--- config.mk ---
export PLATFORM = sky130hd
export DESIGN_NAME = csum_nibble_seq
export DESIGN_NICKNAME = d
export VERILOG_FILES = /design/src/rtl/csum_pkg.sv /design/src/rtl/lca_4bit.sv /design/src/rtl/csum_nibble_seq.sv
export SDC_FILE = /design/constraint.sdc
export NUM_CORES = 1
export LEC_CHECK = 0
export CAP_MARGIN = 20
export CORE_AREA = 2 2 85 104
export CTS_CLUSTER_DIAMETER = 50
export DETAILED_ROUTE_END_ITERATION = 8
export DIE_AREA = 0 0 87 106
export PLACE_DENSITY = 0.53
export SLEW_MARGIN = 10
export SYNTH_ARGS = -nofsm -noshare
export SYNTH_HDL_FRONTEND = slang
export SYNTH_SLANG_ARGS = --single-unit
--- constraint.sdc ---
create_clock -name sys_clk -period 6.3 [get_ports sys_clk]
set_input_delay 1.26 -clock sys_clk [delete_from_list [all_inputs] [get_ports sys_clk]]
set_output_delay 1.26 -clock sys_clk [all_outputs]
set_load 0.005 [all_outputs]
--- src/rtl/csum_pkg.sv ---
// ---------------------------------------------------------------------------
// csum_pkg
// Shared types and constants for the nibble-serial one's-complement checksum
// sequencer (csum_nibble_seq) and its 4-bit adder slice (lca_4bit).
//   csum_state_t : sequencer FSM states
//   CSUM_W_DEF   : default checksum / word width in bits
//   NIB_W        : width of one adder slice (nibble)
// ---------------------------------------------------------------------------
package csum_pkg;

  typedef enum logic [1:0] {
    WAIT = 2'd0,
    ADD  = 2'd1,
    FOLD = 2'd2,
    DONE = 2'd3
  } csum_state_t;

  localparam int CSUM_W_DEF = 16;
  localparam int NIB_W      = 4;

endpackage : csum_pkg

--- src/rtl/lca_4bit.sv ---
// ---------------------------------------------------------------------------
// lca_4bit
// Purely combinational 4-bit lookahead-carry adder slice.
// Ports:
//   a, b  in  4  operands
//   cin   in  1  carry in
//   sum   out 4  a + b + cin (low 4 bits)
//   cout  out 1  carry out of bit 3
// ---------------------------------------------------------------------------
module lca_4bit (
  input  logic [3:0] a,
  input  logic [3:0] b,
  input  logic       cin,
  output logic [3:0] sum,
  output logic       cout
);

  logic [3:0] g;
  logic [3:0] p;
  logic       c1;
  logic       c2;
  logic       c3;
  logic       c4;

  assign g = a & b;
  assign p = a ^ b;

  // Every carry is expanded directly from g/p/cin so no ripple path exists.
  assign c1 = g[0]
            | (p[0] & cin);
  assign c2 = g[1]
            | (p[1] & g[0])
            | (p[1] & p[0] & cin);
  assign c3 = g[2]
            | (p[2] & g[1])
            | (p[2] & p[1] & g[0])
            | (p[2] & p[1] & p[0] & cin);
  assign c4 = g[3]
            | (p[3] & g[2])
            | (p[3] & p[2] & g[1])
            | (p[3] & p[2] & p[1] & g[0])
            | (p[3] & p[2] & p[1] & p[0] & cin);

  assign sum  = p ^ {c3, c2, c1, cin};
  assign cout = c4;

endmodule : lca_4bit

--- src/rtl/csum_nibble_seq.sv ---
// ---------------------------------------------------------------------------
// csum_nibble_seq
// 16-bit (CSUM_W) one's-complement checksum computed by time-sharing a single
// lca_4bit slice across the nibbles of each input word. The carry register is
// kept between words so the end-around carry of one word enters nibble 0 of
// the next; a trailing carry after the last word is folded back with extra
// passes that add zero.
// Parameters:
//   CSUM_W  word / checksum width, multiple of 4
//   INVERT  1: m_csum = ~sum (transmit checksum), 0: m_csum = raw sum
// Ports:
//   sys_clk   in   1       clock, rising edge
//   sys_rst   in   1       synchronous active-high reset
//   s_tdata   in   CSUM_W  input word
//   s_tvalid  in   1       input word valid
//   s_tlast   in   1       last word of packet
//   s_tready  out  1       word accepted (high only while waiting)
//   m_csum    out  CSUM_W  checksum result, stable while m_valid
//   m_valid   out  1       result valid
//   m_ready   in   1       result consumer ready
//   busy      out  1       packet in progress or accumulator non-zero
// ---------------------------------------------------------------------------
module csum_nibble_seq
  import csum_pkg::*;
#(
  parameter int CSUM_W = CSUM_W_DEF,
  parameter bit INVERT = 1'b1
) (
  input  logic              sys_clk,
  input  logic              sys_rst,
  input  logic [CSUM_W-1:0] s_tdata,
  input  logic              s_tvalid,
  input  logic              s_tlast,
  output logic              s_tready,
  output logic [CSUM_W-1:0] m_csum,
  output logic              m_valid,
  input  logic              m_ready,
  output logic              busy
);

  localparam int NIB_N = CSUM_W / NIB_W;
  localparam int CNT_W = (NIB_N > 1) ? $clog2(NIB_N) : 1;

  // -------------------------------------------------------------------------
  // Nibble select / replace helpers
  // -------------------------------------------------------------------------
  function automatic logic [NIB_W-1:0] nib_get(input logic [CSUM_W-1:0] v,
                                               input int                 idx);
    return v[idx*NIB_W +: NIB_W];
  endfunction

  function automatic logic [CSUM_W-1:0] nib_put(input logic [CSUM_W-1:0] v,
                                                input int                 idx,
                                                input logic [NIB_W-1:0]   n);
    logic [CSUM_W-1:0] r;
    r = v;
    r[idx*NIB_W +: NIB_W] = n;
    return r;
  endfunction

  function automatic logic [CSUM_W-1:0] out_fmt(input logic [CSUM_W-1:0] v);
    return INVERT ? ~v : v;
  endfunction

  csum_state_t        state_q;
  logic [CSUM_W-1:0]  acc_q;
  logic               carry_q;
  logic [CNT_W-1:0]   nib_cnt_q;
  logic [1:0]         fold_cnt_q;
  logic               last_q;
  logic [CSUM_W-1:0]  word_q;

  logic [NIB_W-1:0]   lca_a;
  logic [NIB_W-1:0]   lca_b;
  logic [NIB_W-1:0]   lca_sum;
  logic               lca_cout;
  logic [CSUM_W-1:0]  acc_nxt;
  logic               nib_last;

  // -------------------------------------------------------------------------
  // Datapath: nibble mux -> shared adder slice -> nibble demux
  // -------------------------------------------------------------------------
  always_comb begin
    lca_a = nib_get(acc_q, int'(nib_cnt_q));
    lca_b = '0;
    if (state_q == ADD) begin
      lca_b = nib_get(word_q, int'(nib_cnt_q));
    end
  end

  lca_4bit u_lca (
    .a    (lca_a),
    .b    (lca_b),
    .cin  (carry_q),
    .sum  (lca_sum),
    .cout (lca_cout)
  );

  assign acc_nxt  = nib_put(acc_q, int'(nib_cnt_q), lca_sum);
  assign nib_last = (nib_cnt_q == CNT_W'(NIB_N - 1));

  // Word holding register is pure data and needs no reset.
  always_ff @(posedge sys_clk) begin
    if (state_q == WAIT && s_tvalid && s_tready) begin
      word_q <= s_tdata;
    end
  end

  // -------------------------------------------------------------------------
  // Sequencer FSM with registered outputs
  // -------------------------------------------------------------------------
  always_ff @(posedge sys_clk) begin
    if (sys_rst) begin
      state_q    <= WAIT;
      acc_q      <= '0;
      carry_q    <= 1'b0;
      nib_cnt_q  <= '0;
      fold_cnt_q <= '0;
      last_q     <= 1'b0;
      m_valid    <= 1'b0;
      m_csum     <= '0;
      s_tready   <= 1'b0;
    end else begin
      case (state_q)
        WAIT: begin
          // s_tready is a register, so it comes up one cycle after reset.
          if (!s_tready) begin
            s_tready <= 1'b1;
          end else if (s_tvalid) begin
            // carry_q deliberately kept: end-around carry of previous word.
            last_q    <= s_tlast;
            nib_cnt_q <= '0;
            s_tready  <= 1'b0;
            state_q   <= ADD;
          end
        end

        ADD, FOLD: begin
          acc_q   <= acc_nxt;
          carry_q <= lca_cout;
          if (!nib_last) begin
            nib_cnt_q <= nib_cnt_q + CNT_W'(1);
          end else begin
            nib_cnt_q <= '0;
            if (state_q == ADD && !last_q) begin
              s_tready <= 1'b1;
              state_q  <= WAIT;
            end else if (lca_cout) begin
              // Two fold passes always suffice; a third means a broken adder.
              if (state_q == FOLD) begin
                assert (fold_cnt_q < 2'd2);
                fold_cnt_q <= fold_cnt_q + 2'd1;
              end else begin
                fold_cnt_q <= 2'd1;
              end
              state_q <= FOLD;
            end else begin
              m_csum  <= out_fmt(acc_nxt);
              m_valid <= 1'b1;
              state_q <= DONE;
            end
          end
        end

        DONE: begin
          if (m_ready) begin
            acc_q    <= '0;
            carry_q  <= 1'b0;
            m_valid  <= 1'b0;
            s_tready <= 1'b1;
            state_q  <= WAIT;
          end
        end

        default: begin
          state_q <= WAIT;
        end
      endcase
    end
  end

  assign busy = (state_q != WAIT) || (acc_q != '0) || carry_q;

endmodule : csum_nibble_seq

# Yosys cells after proc, flatten, opt, wreduce, memory -nomap -nowiden
# Index checks and enable logic that the tools add are counted.
# totals
regBits	56
out_inout_bits	19
word_cells	104
# classes
add_sub_neg	2
n_eq_ne	11
shift	4
muxes	27
bitwise_logic	32
reduce_logical	19
# ops
operator	count
$neg A4 Y33	1
$shift A4 B33 Y16 const A	1
$shiftx A4 B33 Y16	1
$pmux W16 S2	1
$shiftx A16 B5 Y4	2
$and A1 B1 Y1	16
$bwmux W16	1
$mux W16	1
$mux W2	8
$not A16 Y16	1
$reduce_bool A16 Y1	1
$ne A2 B2 Y1 const B	7
$mux W1	10
$or A1 B1 Y1	10
$reduce_and A3 Y1	3
$reduce_and A4 Y1	2
$xor A4 B4 Y4	2
$eq A2 B2 Y1 const B	3
$pmux W2 S3	1
$reduce_bool A2 Y1	3
$reduce_and A5 Y1	1
$and A4 B4 Y4	1
$mux W4	1
$pmux W1 S2	2
other kinds (11)	15

# Longest topological paths before layout
# Gate-level depths: netlist (run 1).
# logic_depth
ltp_word	12
depth_mapped	13
mapped_depth_nobuf	10

# Cells and area by module
# From an unflattened synthesis (run 1), not the netlist that was laid out.
# hier_totals
hier_cells	268
hier_area_um2	2800.2
# modules_own_cells
mod	n_inst	cells_per_inst	area_each_um2	seq_area_each_um2
csum_nibble_seq	1	251	2652.5	1281.2
lca_4bit	1	17	147.6	0.0

# Worst setup path after synthesis (run 1)
# Ideal clock, no wire load.
# synth_path
path_kind	register to register
from	register nib_cnt_q[1]
to	register m_csum[4]
setup_ps	70
arrival_ps	2762
required_ps	6230
slack_ps	3468
stages_incl_launch_ff	10
n_path_buf	2
period_less_slack_ps	2832
cell_sequence	dfxtp_1 -> buf_1 -> mux4_2 -> ha_1 -> a41oi_2 -> o21ai_2 -> a211o_1 -> buf_2 -> or2_0 -> a21oi_1
# synth_between
elab_chain_cells	11
# synth_rtl
element	line	text
start: declaration	csum_nibble_seq.sv:68	logic [CNT_W-1:0] nib_cnt_q;
start signal: assignment	csum_nibble_seq.sv:142	nib_cnt_q <= nib_cnt_q + CNT_W'(1);
$shiftx A16 B5 Y4	csum_nibble_seq.sv:49	return v[idx*NIB_W +: NIB_W];
$mux W4	csum_nibble_seq.sv:86	if (state_q == ADD) begin
$xor A4 B4 Y4 / $and A4 B4 Y4 (equally long branches)	lca_4bit.sv:26, lca_4bit.sv:25	
$and A1 B1 Y1 (on tied branches)	lca_4bit.sv:35, lca_4bit.sv:36, lca_4bit.sv:37	
$or A1 B1 Y1, or another cell as far along	lca_4bit.sv:35	| (p[2] & g[1])
$or A1 B1 Y1 / $and A1 B1 Y1 (equally long branches)	lca_4bit.sv:36, lca_4bit.sv:37	
$or A1 B1 Y1	lca_4bit.sv:37	| (p[2] & p[1] & p[0] & cin);
$xor A4 B4 Y4	lca_4bit.sv:44	assign sum = p ^ {c3, c2, c1, cin};
$shiftx A4 B33 Y16	csum_nibble_seq.sv:57	r[idx*NIB_W +: NIB_W] = n;
$bwmux W16	csum_nibble_seq.sv:57	
$not A16 Y16	csum_nibble_seq.sv:62	return INVERT ? ~v : v;
end signal: assignment	csum_nibble_seq.sv:158	m_csum <= out_fmt(acc_nxt);
end: declaration	csum_nibble_seq.sv:35	output logic [CSUM_W-1:0] m_csum,
# Several ways; a longest one is shown, not always the timed one.
# A chain may end at the register's enable or synchronous reset.

# Worst setup path in the final report (run 1)
# layout_path
from	register nib_cnt_q[0]
to	register m_csum[13]
# The elaborated chain is that of the path after synthesis.

==> results.txt, run 1 <==
Final setup viols - 0
Peak supply drop - 0.181 mV
post-CTS setup buffer count - 0
initial antenna violation count - 0
first-pass GRT wire length - 11.1 mm
#FFs+latches synth - 56
Yosys warnings - 0
Synth area leaders - dfxtp_1 28%, edfxtp_1 17%, ha_1 7.5%, mux4_2 5.6%, a22oi_1 4.3%
Mapped Nets - 327
status - completed
Die Ht - 106 µm
Worst Hold Class - flip-flop to flip-flop
slew at the pin closest to its max-slew limit - 1050 ps
DP HPWL - 4.93 mm
Setup WS post-layout - 2890 ps
Max Clk Rate - 293 MHz
final hold vios - 0
Post-synth EDFFs - 16
number of buffers created by CTS - 5
DRT Pass-1 Iters - 5
Period minus WS final - 3410 ps
Starting DRT DRC Count - 162
top-count cell post-synth - dfxtp_1
power density over cell area - 336 nW/µm²
CP endpoint kind - flip-flop
port bufs - 39
Hold Crit Depth - 2
clock latency on the worst-skew pair - 310 ps
Async SR Flop Fraction - 0%
post-synthesis mux area share - 7.40%
Seq/Total Area, Yosys - 45.4%
Synth area leader - dfxtp_1
largest family of logic cells by synthesized area - compound AO/OA/AOI/OAI gates
Total Routing Usage GR - 15.3%
Worst R2R Path Depth - 8
Routed Antenna Nets - 0
layout cells sized above 1 - 5.88%
post-synthesis xor/xnor area fraction - 1.55%
drt total wl - 6.65 mm
synth cell count leaders - 40 x dfxtp_1, 30 x nor2_1, 27 x inv_1, 23 x nand2_1, 21 x a21oi_1
number of I/O pins - 40
vias in the first global route - 2199
clock buffer depth - 2
vias per cell - 5.24
mean post-synth cell area - 9.81 µm²
setup TNS - 0 ps
Initial Utilization - 34.1%
Fin Clk Skew - 10.4 ps
# hold bufs at CTS - 0
Cells after Synth - 288
Max H-tree Level - 2
Die ar. - 9220 µm²
LEAKAGE - 1.14 nW
post-DR wirelength/cell - 15.8 µm
Chip Width - 87 µm
clk slew on worst S/H paths - 100 ps
worst-path maximum fanout - 21
fin. max-slew vios - 0
routability cong. - 0.863
fin nets - 362
crit share post-route - 54.1%
CTS Sinks - 56
largest net degree at the start of global routing - 41
post-synth top area share - 28.4%
Adder-Cell Fraction of Synth Area - 8.24%
FP Rows - 37
relative slew slack - 27.7%
Cell Area, Synth - 2820 µm²
Max-Cap Viols - 0
Antenna diodes - 0
Core Area - 8290 µm²
total number of vias - 2202
CTS tree - done
Simple-Gate Fraction of Synth Area - 13.6%
unrepaired setup endpoints after global routing - no
residual DRC count - 0
pre-CTS setup slack - 2860 ps
total gr overflow - 0
Unique masters post-synth - 43
Area Overhead vs Synth - 20.0%
Clock Tree Root - clkbuf_8
crit path launch type - flip-flop
kind of critical path - flip-flop to flip-flop
Synth Area in Compound Gates - 18.2%
WP data arrival - 3660 ps
Synth Flop Type - dfxtp_1
Post-CTS Resized - 0
Req. time, crit path - 6550 ps
==> final timing paths <==
check	slack (ps)	to	from
max reg2reg	2890	m_csum[13]$_SDFFE_PP0P_	nib_cnt_q[0]$_SDFFE_PP0P_
max	2890	m_csum[13]$_SDFFE_PP0P_	nib_cnt_q[0]$_SDFFE_PP0P_
min reg2reg	460	m_csum[13]$_SDFFE_PP0P_	m_csum[13]$_SDFFE_PP0P_
min	460	m_csum[13]$_SDFFE_PP0P_	m_csum[13]$_SDFFE_PP0P_
==> routing by layer <==
metal | vias to the layer above | share of wire, % | routed length [µm] | global-route usage (%)
met5 | - | 0 | 0 | 0
met4 | 0 | 2.9 | 190 | 6.92
met3 | 17 | 4.6 | 307 | 3.03
met2 | 72 | 50 | 3350 | 25.4
met1 | 1012 | 42 | 2810 | 19.0
li1 | 1101 | - | - | -
==> placed cells by master, fill, tap and decap left out, types with 10 or more instances in the layout <==
cell type         n
inv_1            27
dfxtp_1          40
a21oi_1          21
nor2_1           30
o22ai_1          10
ha_1             17
clkdlybuf4s50_1  39
edfxtp_1         16
nand2_1          23
a22oi_1          16
==> cell families (layout without fill, tap and decap cells) <==
| family | after synthesis | in the layout |
|---|---|---|
| AOI/OAI and AO/OA | 75 | 75 |
| xor gates and xnor gates | 5 | 5 |
| adders and majority gates | 18 | 18 |
| muxes | 12 | 12 |
| and+or+nand+nor | 82 | 82 |
| buffers and inverters | 40 | 75 |
| DFF | 56 | 56 |
==> sequential cells by signal, summed over array words and instances (netlist names) <==
name / count
acc_q: 16
m_csum: 16
word_q: 16
nib_cnt_q: 2
state_q: 2
carry_q: 1
last_q: 1
m_valid: 1
s_tready: 1
==> critical path: stages (launching register included) <==
cell and delay (ps):
dfxtp_1 840, mux4_2 580, and2_1 170, ha_1 330, a41oi_2 210, o21ai_2 140, a211o_1 570, or2_2 400
a21oi_1 110
==> power breakdown <==
group	internal [W]	switching, W
Sequential	0.000412	0.0000399
Clock	0.000101	0.000114
Combinational	0.000182	0.000289
==> final cells by class <==
class,instances,area (µm²)
flip-flops and latches,56,1280
clock buffers,7,97.6
well taps,97,121
multi-input cells,192,1380
inverters,27,101
fillers,829,4900
repair buffers,41,403
==> stage by stage <==
stage	utilization [%]	power [W]	cell area (µm²)	instances	hold WS (ps)
global placement	39.6	0.000925	3290	412	443
detailed placement	39.7	0.000926	3290	413	447
CTS	40.9	0.00114	3390	420	461
floorplan	-	0.000783	2820	288	453
global route	40.9	0.00122	3390	420	482
finish	40.9	0.00114	3390	420	458
Note: power is estimated with default switching activity, not from simulation.
==> run 2: changes to the inputs <==
- PLACE_DENSITY: 0.53 -> 0.55
- clock period: 6.3 -> 2.9 ns (I/O delays scaled with it)
==> run 2 against run 1 <==
Clock power rose by 97%. Via count is 2.6% higher. Worst hold slack improved by 0.96 ps. Critical path depth increased by 1. Setup slack lost 2700 ps. Sequential power rose by 110%. Largest power group unchanged. Critical path type unchanged. Combinational power is 140% higher. Power rose by 120%.
==> results.txt, run 2 (synthesis results as in run 1) <==
clock buffer depth - 2
clk slew on worst S/H paths - 100 ps
CP endpoint kind - flip-flop
total number of vias - 2259
Largest regs - acc_q: 16 flops, m_csum: 16 flops, word_q: 16 flops
Setup WS post-layout - 233 ps
CTS tree - done
crit-path leading delay family - compound AO/OA/AOI/OAI gates
Core Area - 8290 µm²
# hold bufs at CTS - 0
post-DR wirelength/cell - 15.8 µm
most frequent cells in the layout - 39 x clkdlybuf4s50_1, 38 x dfxtp_1, 30 x nor2_1
residual DRC count - 0
Final setup viols - 0
power density over cell area - 726 nW/µm²
CP max stage delay - 430 ps
Clock Power Share - 16.8%
Worst Path Buf+Inv - 1
Total Routing Usage GR - 15.1%
LEAKAGE - 1.19 nW
status - completed
Routed Antenna Nets - 0
Pwr Total - 0.00251 W
DRT Pass-1 Iters - 4
number of I/O pins - 40
Antenna diodes - 0
most frequent CP cell - a21oi_1
number of buffers created by CTS - 5
Die ar. - 9220 µm²
Max Clk Rate - 375 MHz
FP Rows - 37
Max-Cap Viols - 0
slew at the pin closest to its max-slew limit - 524 ps
Area Overhead vs Synth - 22.3%
final hold vios - 0
first-pass GRT wire length - 10.9 mm
area of the multi-input gates - 1380 µm²
Net Sw Frac - 39.3%
crit share post-route - 92.0%
hold wc startpoint - m_csum[10]$_SDFFE_PP0P_
Internal - 0.00152 W
worst-path maximum fanout - 6
initial antenna violation count - 0
setup TNS - 0 ps
layout cells sized above 1 - 9.58%
Initial Utilization - 34.1%
Max H-tree Level - 2
Crit. Startpoint - nib_cnt_q[0]$_SDFFE_PP0P_
kind of critical path - flip-flop to flip-flop
CTS Sinks - 56
clock latency on the worst-skew pair - 310 ps
post-CTS setup buffer count - 0
Post-CTS Resized - 0
r2r startpoint - nib_cnt_q[0]$_SDFFE_PP0P_
final instance area - 3450 µm²
commonest non-fill, non-tap cell in the layout - clkdlybuf4s50_1
Util after Layout - 41.7%
P_sw - 0.000987 W
worst path cell trace - mux2_2, o211ai_1, inv_1, ha_1, a21o_1, a21oi_1, xnor2_1, o221ai_1, a21oi_1
largest net degree at the start of global routing - 41
fin nets - 372
unrepaired setup endpoints after global routing - no
Period minus WS final - 2670 ps
routability cong. - 0.931
vias in the first global route - 2145
Die Ht - 106 µm
Fin Clk Skew - 11.7 ps
# fillers - 836
Worst Hold Class - flip-flop to flip-flop
port bufs - 39
relative slew slack - 64.8%
Starting DRT DRC Count - 166
drt total wl - 6.81 mm
total gr overflow - 0
Post-Place Cell Area - 3370 µm²
WP data arrival - 2920 ps
vias per cell - 5.24
Crit-path slowest cell - dfxtp_2
Req. time, crit path - 3150 ps
fin. max-slew vios - 0
Chip Width - 87 µm
pre-CTS setup slack - 91.3 ps
Clock Tree Root - clkbuf_8
DP HPWL - 5.10 mm
crit path launch type - flip-flop
combinational share of power - 44.9%
sequential share of power - 38.3%
Peak supply drop - 0.377 mV
Reg area - 1280 µm²
-- run 2: changes by cell type in the layout (fill, tap and decap cells not counted) --
cell | before | now
dfxtp_2 | 0 | 2
dfxtp_1 | 40 | 38
buf_4 | 1 | 12
clkbuf_16 | 1 | 0
inv_4 | 0 | 1
buf_2 | 1 | 0
clkinv_2 | 0 | 1
-- run 2: cell type report --
class / count / area share (%)
multi-input combinational: 192 / 40.1
sequential: 56 / 37.2
timing repair buffer: 51 / 13.9
tap: 97 / 3.51
inverter: 27 / 2.93
clock buffer: 6 / 2.10
clock inverter: 2 / 0.326
-- run 2: power groups by stage --
stage / registers [W] / clock network, W / logic, W
CTS: 0.000961 / 0.000441 / 0.00112
global route: 0.000974 / 0.000473 / 0.00124
detailed placement: 0.000979 / 0 / 0.00111
floorplan: 0.000953 / 0 / 0.000748
global placement: 0.000977 / 0 / 0.00111
finish: 0.000960 / 0.000423 / 0.00113
-- run 2: per-stage QoR --
stage / hold WS (ps) / instances
floorplan: 453 / 288
global placement: 441 / 423
detailed placement: 448 / 423
CTS: 463 / 431
global route: 482 / 431
finish: 459 / 431
-- run 2: worst min-delay path, stage by stage, from the launching register on --
cell and delay (ps):
dfxtp_1 320, nand2_1 50, a21oi_1 50
-- run 2: metal layers --
metal,share of wire [%],global-route usage [%]
met1,44,18.6
met2,49,25.7
met3,5.1,2.64
met4,2.0,6.03
met5,0,0
-- run 2: path summary, 6_finish.rpt --
| check | end | slack [ps] | cells past startpoint |
|---|---|---|---|
| max reg2reg | m_csum[14]$_SDFFE_PP0P_ | 230 | 9 |
| max | m_csum[14]$_SDFFE_PP0P_ | 230 | 9 |
| min | m_csum[10]$_SDFFE_PP0P_ | 460 | 2 |
| min reg2reg | m_csum[10]$_SDFFE_PP0P_ | 460 | 2 |
==> run 3: changes to the inputs <==
- CTS_CLUSTER_DIAMETER: 50 -> 60
==> results of run 3 <==
No change in the layout: final DEF, timing and power equal those of run 2.
==> variant 1: new RTL, settings of run 3 <==
Set the parameter `INVERT` to 1'b0 (it was 1'b1).
--- a/src/rtl/csum_nibble_seq.sv
+++ b/src/rtl/csum_nibble_seq.sv
@@ -26,3 +26,3 @@
   parameter int CSUM_W = CSUM_W_DEF,
-  parameter bit INVERT = 1'b1
+  parameter bit INVERT = 1'b0
 ) (
Behaviour: not the same (a bounded check fails within 10 cycles, from zero or initial values and one cycle with sys_rst high).
==> variant 1 against run 3 <==
Cell area up 6.3%; synthesized cell count up 4.2%; total power up 4.9%; non-clock buffer count up 6; area after synthesis up 7.4%; sequential cell count unchanged; critical path depth down 1; wire length up 12%; die area unchanged; highest routed layer unchanged; setup slack worse by 0.053 ns.
==> variant 1: results (changes against run 3) <==
status:
  run_status: "finished, final reports clean"
yosys:
  ranking_of_synthesized_cells_by_instance_count: "sky130_fd_sc_hd__dfxtp_1, sky130_fd_sc_hd__nor2_1, sky130_fd_sc_hd__nor3_1, sky130_fd_sc_hd__a21oi_1"
  synth_edf_count: 16  # unchanged
  yosysUniqueCellTypes: 54  # +26%
  adder_cell_area_share_of_the_yosys_netlist_pct: 7.68  # -0.56 points
  post_synth_main_area_contributors: "sky130_fd_sc_hd__dfxtp_1, sky130_fd_sc_hd__edfxtp_1, sky130_fd_sc_hd__ha_1, sky130_fd_sc_hd__mux4_2, sky130_fd_sc_hd__nor2_1"
  syn_inst: 300  # +4.2%
  post_synthesis_compound_gate_area_fraction_pct: 17.7  # -0.46 points
  yosys.area_share.xor_xnor_pct: 0.578  # -0.97 points
  post_synthesis_mux_area_share_pct: 8.21  # +0.81 points
  synth_seq_area_share_pct: 42.3  # -3.1 points
  synth_nets: 339  # +3.7%
placed_design:
  global_placer_s_final_weighted_congestion: 0.881  # -5.4%
  dp_slack_ns: 0.0712  # -0.0201 ns
  post-place-cells: 434  # +2.6%
  place_hpwl_um: 5840  # +14%
  placed_area_mm2: 0.00355  # +5.5%
worst_setup_path:
  setup.worst_path.end_class: "flop"
  crit_path_start: "nib_cnt_q[1]$_SDFFE_PP0P_"
  reg_to_reg_setup_timing_slack_ns: 0.18  # -0.05 ns
  critical_path.max_fanout: 10  # +4
  regToRegEndpoint: "acc_q[3]$_SDFFE_PP0P_"
  arrival_ns: 2.93  # about the same
  r2r_cells: 8  # -1
timing:
  transition_time_at_the_pin_with_the_least_slew_margin_ns: 0.604  # +0.0793 ns
  holdWs_ns: 0.505  # +0.0464 ns
  post_route_clock_skew_ns: 0.00686  # -0.00488 ns
  final-max-slew-violation-count: 0  # unchanged
  period_minus_slack_ns: 2.72  # +0.0534 ns
power:
  p_sw_w: 0.00101  # +2.7%
  peak_supply_drop_mv: 0.275  # -27%
  combPwrFrac_pct: 44.5  # -0.4 points
  clock_power_share_pct: 19.6  # +2.8 points
  cellLeakagePower_nw: 1.30  # +8.9%
  clk-power_w: 0.000515  # +22%
layout:
  ratio_of_cells_with_drive_above_1_in_the_final_layout_pct: 12.8  # +3.2 points
  num-nets-final: 383  # +3.0%
  instances_no_fill: 442  # +2.6%
  antenna-diode-count: 0  # unchanged
  fill_cell_total_of_the_finished_layout: 839  # +0.36%
drt:
  num_vias: 2462  # +9.0%
  finalWirelength_um: 7630  # +12%
  drtPass1Iterations: 4  # unchanged
  dr.first_iter.drc_count: 184  # +11%
global_route:
  grt_start_max_net_pins: 24  # -41%
  track_usage_pct: 17.6  # +2.5 points
  grt_first_pass_wirelength_um: 12700  # +17%
clock_tree:
  cts_buffers: 5  # unchanged
  insertion_delay_ns: 0.31  # about the same
  clock_tree.root_cell: "sky130_fd_sc_hd__clkbuf_8"
worst_hold_path:
  worstHoldStart: "m_valid$_SDFFE_PP0P_"
  hold_path_class: "flop to flop"
## variant 1: worst max-delay path, cell delays in order (launching register included)
cell	delay, ns
sky130_fd_sc_hd__dfxtp_1	0.45
sky130_fd_sc_hd__buf_4	0.22
sky130_fd_sc_hd__mux4_2	0.29
sky130_fd_sc_hd__and2_1	0.17
sky130_fd_sc_hd__ha_1	0.35
sky130_fd_sc_hd__a41oi_2	0.29
sky130_fd_sc_hd__o21a_1	0.35
sky130_fd_sc_hd__xnor2_1	0.21
sky130_fd_sc_hd__a32o_1	0.29
## variant 1: layout make-up
class                           instances  area (µm²)  area share [%]
Multi-Input combinational cell        207        1570            42.8
Sequential cell                        56        1280            34.9
Timing Repair Buffer                   57         526            14.3
Clock inverter                          2        35.0           0.954
Inverter                               17        63.8            1.74
Tap cell                               97         121            3.30
Clock buffer                            6        72.6            1.98
## variant 1: metal layers
metal	routed length [µm]	track usage, %
met5	0	0
met1	3170	22.1
met3	464	3.18
met2	3790	30.5
met4	197	5.02
## variant 1: worst min-delay path by stage
stage                            end  cells after the start
6_report        m_valid$_SDFFE_PP0P_                      2
5_1_grt         m_valid$_SDFFE_PP0P_                      2
3_5_place_dp    m_valid$_SDFFE_PP0P_                      2
2_1_floorplan  acc_q[2]$_SDFFE_PP0P_                      2
3_3_place_gp    m_valid$_SDFFE_PP0P_                      2
4_1_cts         m_valid$_SDFFE_PP0P_                      2
## variant 1: logic make-up (layout without fill, tap and decap cells)
kind of cell               count (synthesis)  count (layout)
and+or+nand+nor                          100             100
AOI/OAI and AO/OA                         71              71
DFF                                       56              56
buffers and inverters                     37              82
adders and majority gates                 18              18
muxes                                     16              16
xor gates and xnor gates                   2               2
## variant 1: what timing repair did
action                                 CTS  global route
endpoints found under the hold margin    0             0
hold buffers                             0             0
resized for setup                        0             4
setup endpoints to repair                0            16
==> variant 2: new RTL, flow settings as in run 3 <==
Without the edit above. Make the reset (`sys_rst`) asynchronous in one clocked block. Comments in the files are not updated.
--- a/src/rtl/csum_nibble_seq.sv
+++ b/src/rtl/csum_nibble_seq.sv
@@ -111,3 +111,3 @@
   // -------------------------------------------------------------------------
-  always_ff @(posedge sys_clk) begin
+  always_ff @(posedge sys_clk or posedge sys_rst) begin
     if (sys_rst) begin
Behaviour: differs if sys_rst is asserted again (counterexample within 4 cycles, from zero or initial values and one cycle with sys_rst high); with sys_rst held inactive, the same outputs for 10 cycles.
==> variant 2 against run 3 <==
Critical path depth unchanged; core utilization increased by 6.6 points; cell area increased by 16%; wire length increased by 14%; hold slack improved by 0.061 ns; sequential cell count unchanged; setup slack got worse by 0.18 ns; area after synthesis increased by 11%; critical path type unchanged; largest cell class unchanged.
Power is not compared: it rests on default switching activity, and its combinational part moved more than twofold at a synthesized area within 25%.
==> variant 2: results (changes against run 3) <==
status:
  run_status: "finished, final reports clean"
drt:
  viasPerCell: 5.59  # +6.6%
  drtPass1Iterations: 5  # +1
  routed_wire_length_per_instance_um: 18.0  # +14%
  dr.first_iter.drc_count: 118  # -29%
layout:
  instances_no_fill: 434  # +0.70%
  ratio_of_cells_with_drive_above_1_in_the_final_layout_pct: 21.7  # +12 points
  fill_cell_total_of_the_finished_layout: 768  # -8.1%
  num-nets-final: 374  # +0.54%
global_route:
  track_usage_pct: 17.5  # +2.4 points
  grt_first_pass_wirelength_um: 12600  # +16%
yosys:
  synth_nets: 313  # -4.3%
  synth_seq_area_share_pct: 47.3  # +2.0 points
  postSynth.asyncResetShare_pct: 71.4  # +71 points
  ranking_of_synthesized_cells_by_instance_count: "sky130_fd_sc_hd__dfrtp_1, sky130_fd_sc_hd__nand2_1, sky130_fd_sc_hd__o21ai_0, sky130_fd_sc_hd__edfxtp_1, sky130_fd_sc_hd__ha_1"
  yosysUniqueCellTypes: 48  # +12%
  post_synth_main_area_contributors: "sky130_fd_sc_hd__dfrtp_1, sky130_fd_sc_hd__edfxtp_1, sky130_fd_sc_hd__ha_1, sky130_fd_sc_hd__mux2_2, sky130_fd_sc_hd__mux4_2"
timing:
  transition_time_at_the_pin_with_the_least_slew_margin_ns: 0.577  # +0.0531 ns
  post_route_clock_skew_ns: 0.0191  # +0.00738 ns
worst_setup_path:
  regToRegEndpoint: "m_csum[8]$_DFFE_PP0P_"
  timing.critical_path.slowest_cell_delay_ns: 0.49  # +0.06 ns
  arrival_ns: 3.05  # +0.13 ns
  reg_to_reg_setup_timing_slack_ns: 0.05  # -0.18 ns
  critPathSlowestCell: "sky130_fd_sc_hd__mux4_2"
worst_hold_path:
  worst_hold_path.endpoint: "m_csum[3]$_DFFE_PP0P_"
  worstHoldStart: "m_csum[3]$_DFFE_PP0P_"
flow_run:
  drv.max_cap_violation_count: 0  # unchanged
clock_tree:
  cts_max_path_buffers: 2  # unchanged
placed_design:
  post-place-cells: 424  # +0.24%
  place_hpwl_um: 5800  # +14%
variant 2: cells by family after synthesis:
logic type | count (synthesis) | synth area share (%)
muxes | 30 | 13.0
xor gates and xnor gates | 2 | 0.560
buffers and inverters | 28 | 3.72
DFF | 56 | 47.3
AOI/OAI and AO/OA | 69 | 15.2
and+or+nand+nor | 73 | 13.2
adders and majority gates | 17 | 7.04
variant 2: critical path: cells and delay by family, from the launching register on:
kind	cells	cell delay (ns)
multiplexers	2	0.83
AO/OA/AOI/OAI	2	0.66
flip-flops	1	0.37
AND/OR/NAND/NOR	2	0.35
buffers and inverters	2	0.31
adder cells (fa/ha/maj)	1	0.22
variant 2: timing repair:
action,in CTS,in global routing
setup buffers,0,0
resized for setup,0,17
endpoints found under the setup margin,0,12
variant 2: layer usage:
metal | global-route usage, % | up-vias | routed length, µm
met3 | 2.33 | 8 | 271
met5 | 0 | - | 0
met2 | 28.7 | 64 | 3940
li1 | - | 1149 | -
met4 | 5.58 | 0 | 72
met1 | 23.8 | 1203 | 3510
variant 2: power by group:
part	switching, W	leakage, nW	internal (W)	total (W)
clock network	0.000263	0.0552	0.000257	0.000520
logic	0.00154	0.963	0.00150	0.00305
registers	0.000237	0.616	0.00112	0.00136
variant 2: cell type report:
class | instances | area share [%]
Inverter | 15 | 1.41
Multi-Input combinational cell | 191 | 40.6
Sequential cell | 56 | 37.0
Clock buffer | 6 | 1.81
Tap cell | 97 | 3.03
Timing Repair Buffer | 67 | 15.3
Clock inverter | 2 | 0.876
variant 2: stage by stage:
step | area [µm²] | total power (W) | setup TNS, ns | hold WS [ns]
2_1_floorplan | 3180 | 0.00323 | 0 | 0.481
3_3_place_gp | 3810 | 0.00425 | 0 | 0.491
3_5_place_dp | 3810 | 0.00428 | 0 | 0.501
4_1_cts | 3920 | 0.00481 | 0 | 0.521
5_1_grt | 4000 | 0.00530 | -0.128 | 0.538
6_report | 4000 | 0.00493 | 0 | 0.520
variant 2: how the worst max path moves through the flow:
| stage | from | end | slack (ns) |
|---|---|---|---|
| finish | nib_cnt_q[0]$_DFFE_PP0P_ | m_csum[8]$_DFFE_PP0P_ | 0.05 |
| global route | nib_cnt_q[0]$_DFFE_PP0P_ | m_csum[6]$_DFFE_PP0P_ | -0.03 |
| CTS | nib_cnt_q[0]$_DFFE_PP0P_ | m_csum[9]$_DFFE_PP0P_ | 0.02 |
| detailed placement | nib_cnt_q[0]$_DFFE_PP0P_ | m_csum[8]$_DFFE_PP0P_ | 0.05 |
| global placement | nib_cnt_q[0]$_DFFE_PP0P_ | m_csum[13]$_DFFE_PP0P_ | 0.1 |
| floorplan | nib_cnt_q[0]$_DFFE_PP0P_ | m_csum[2]$_DFFE_PP0P_ | 0.03 |
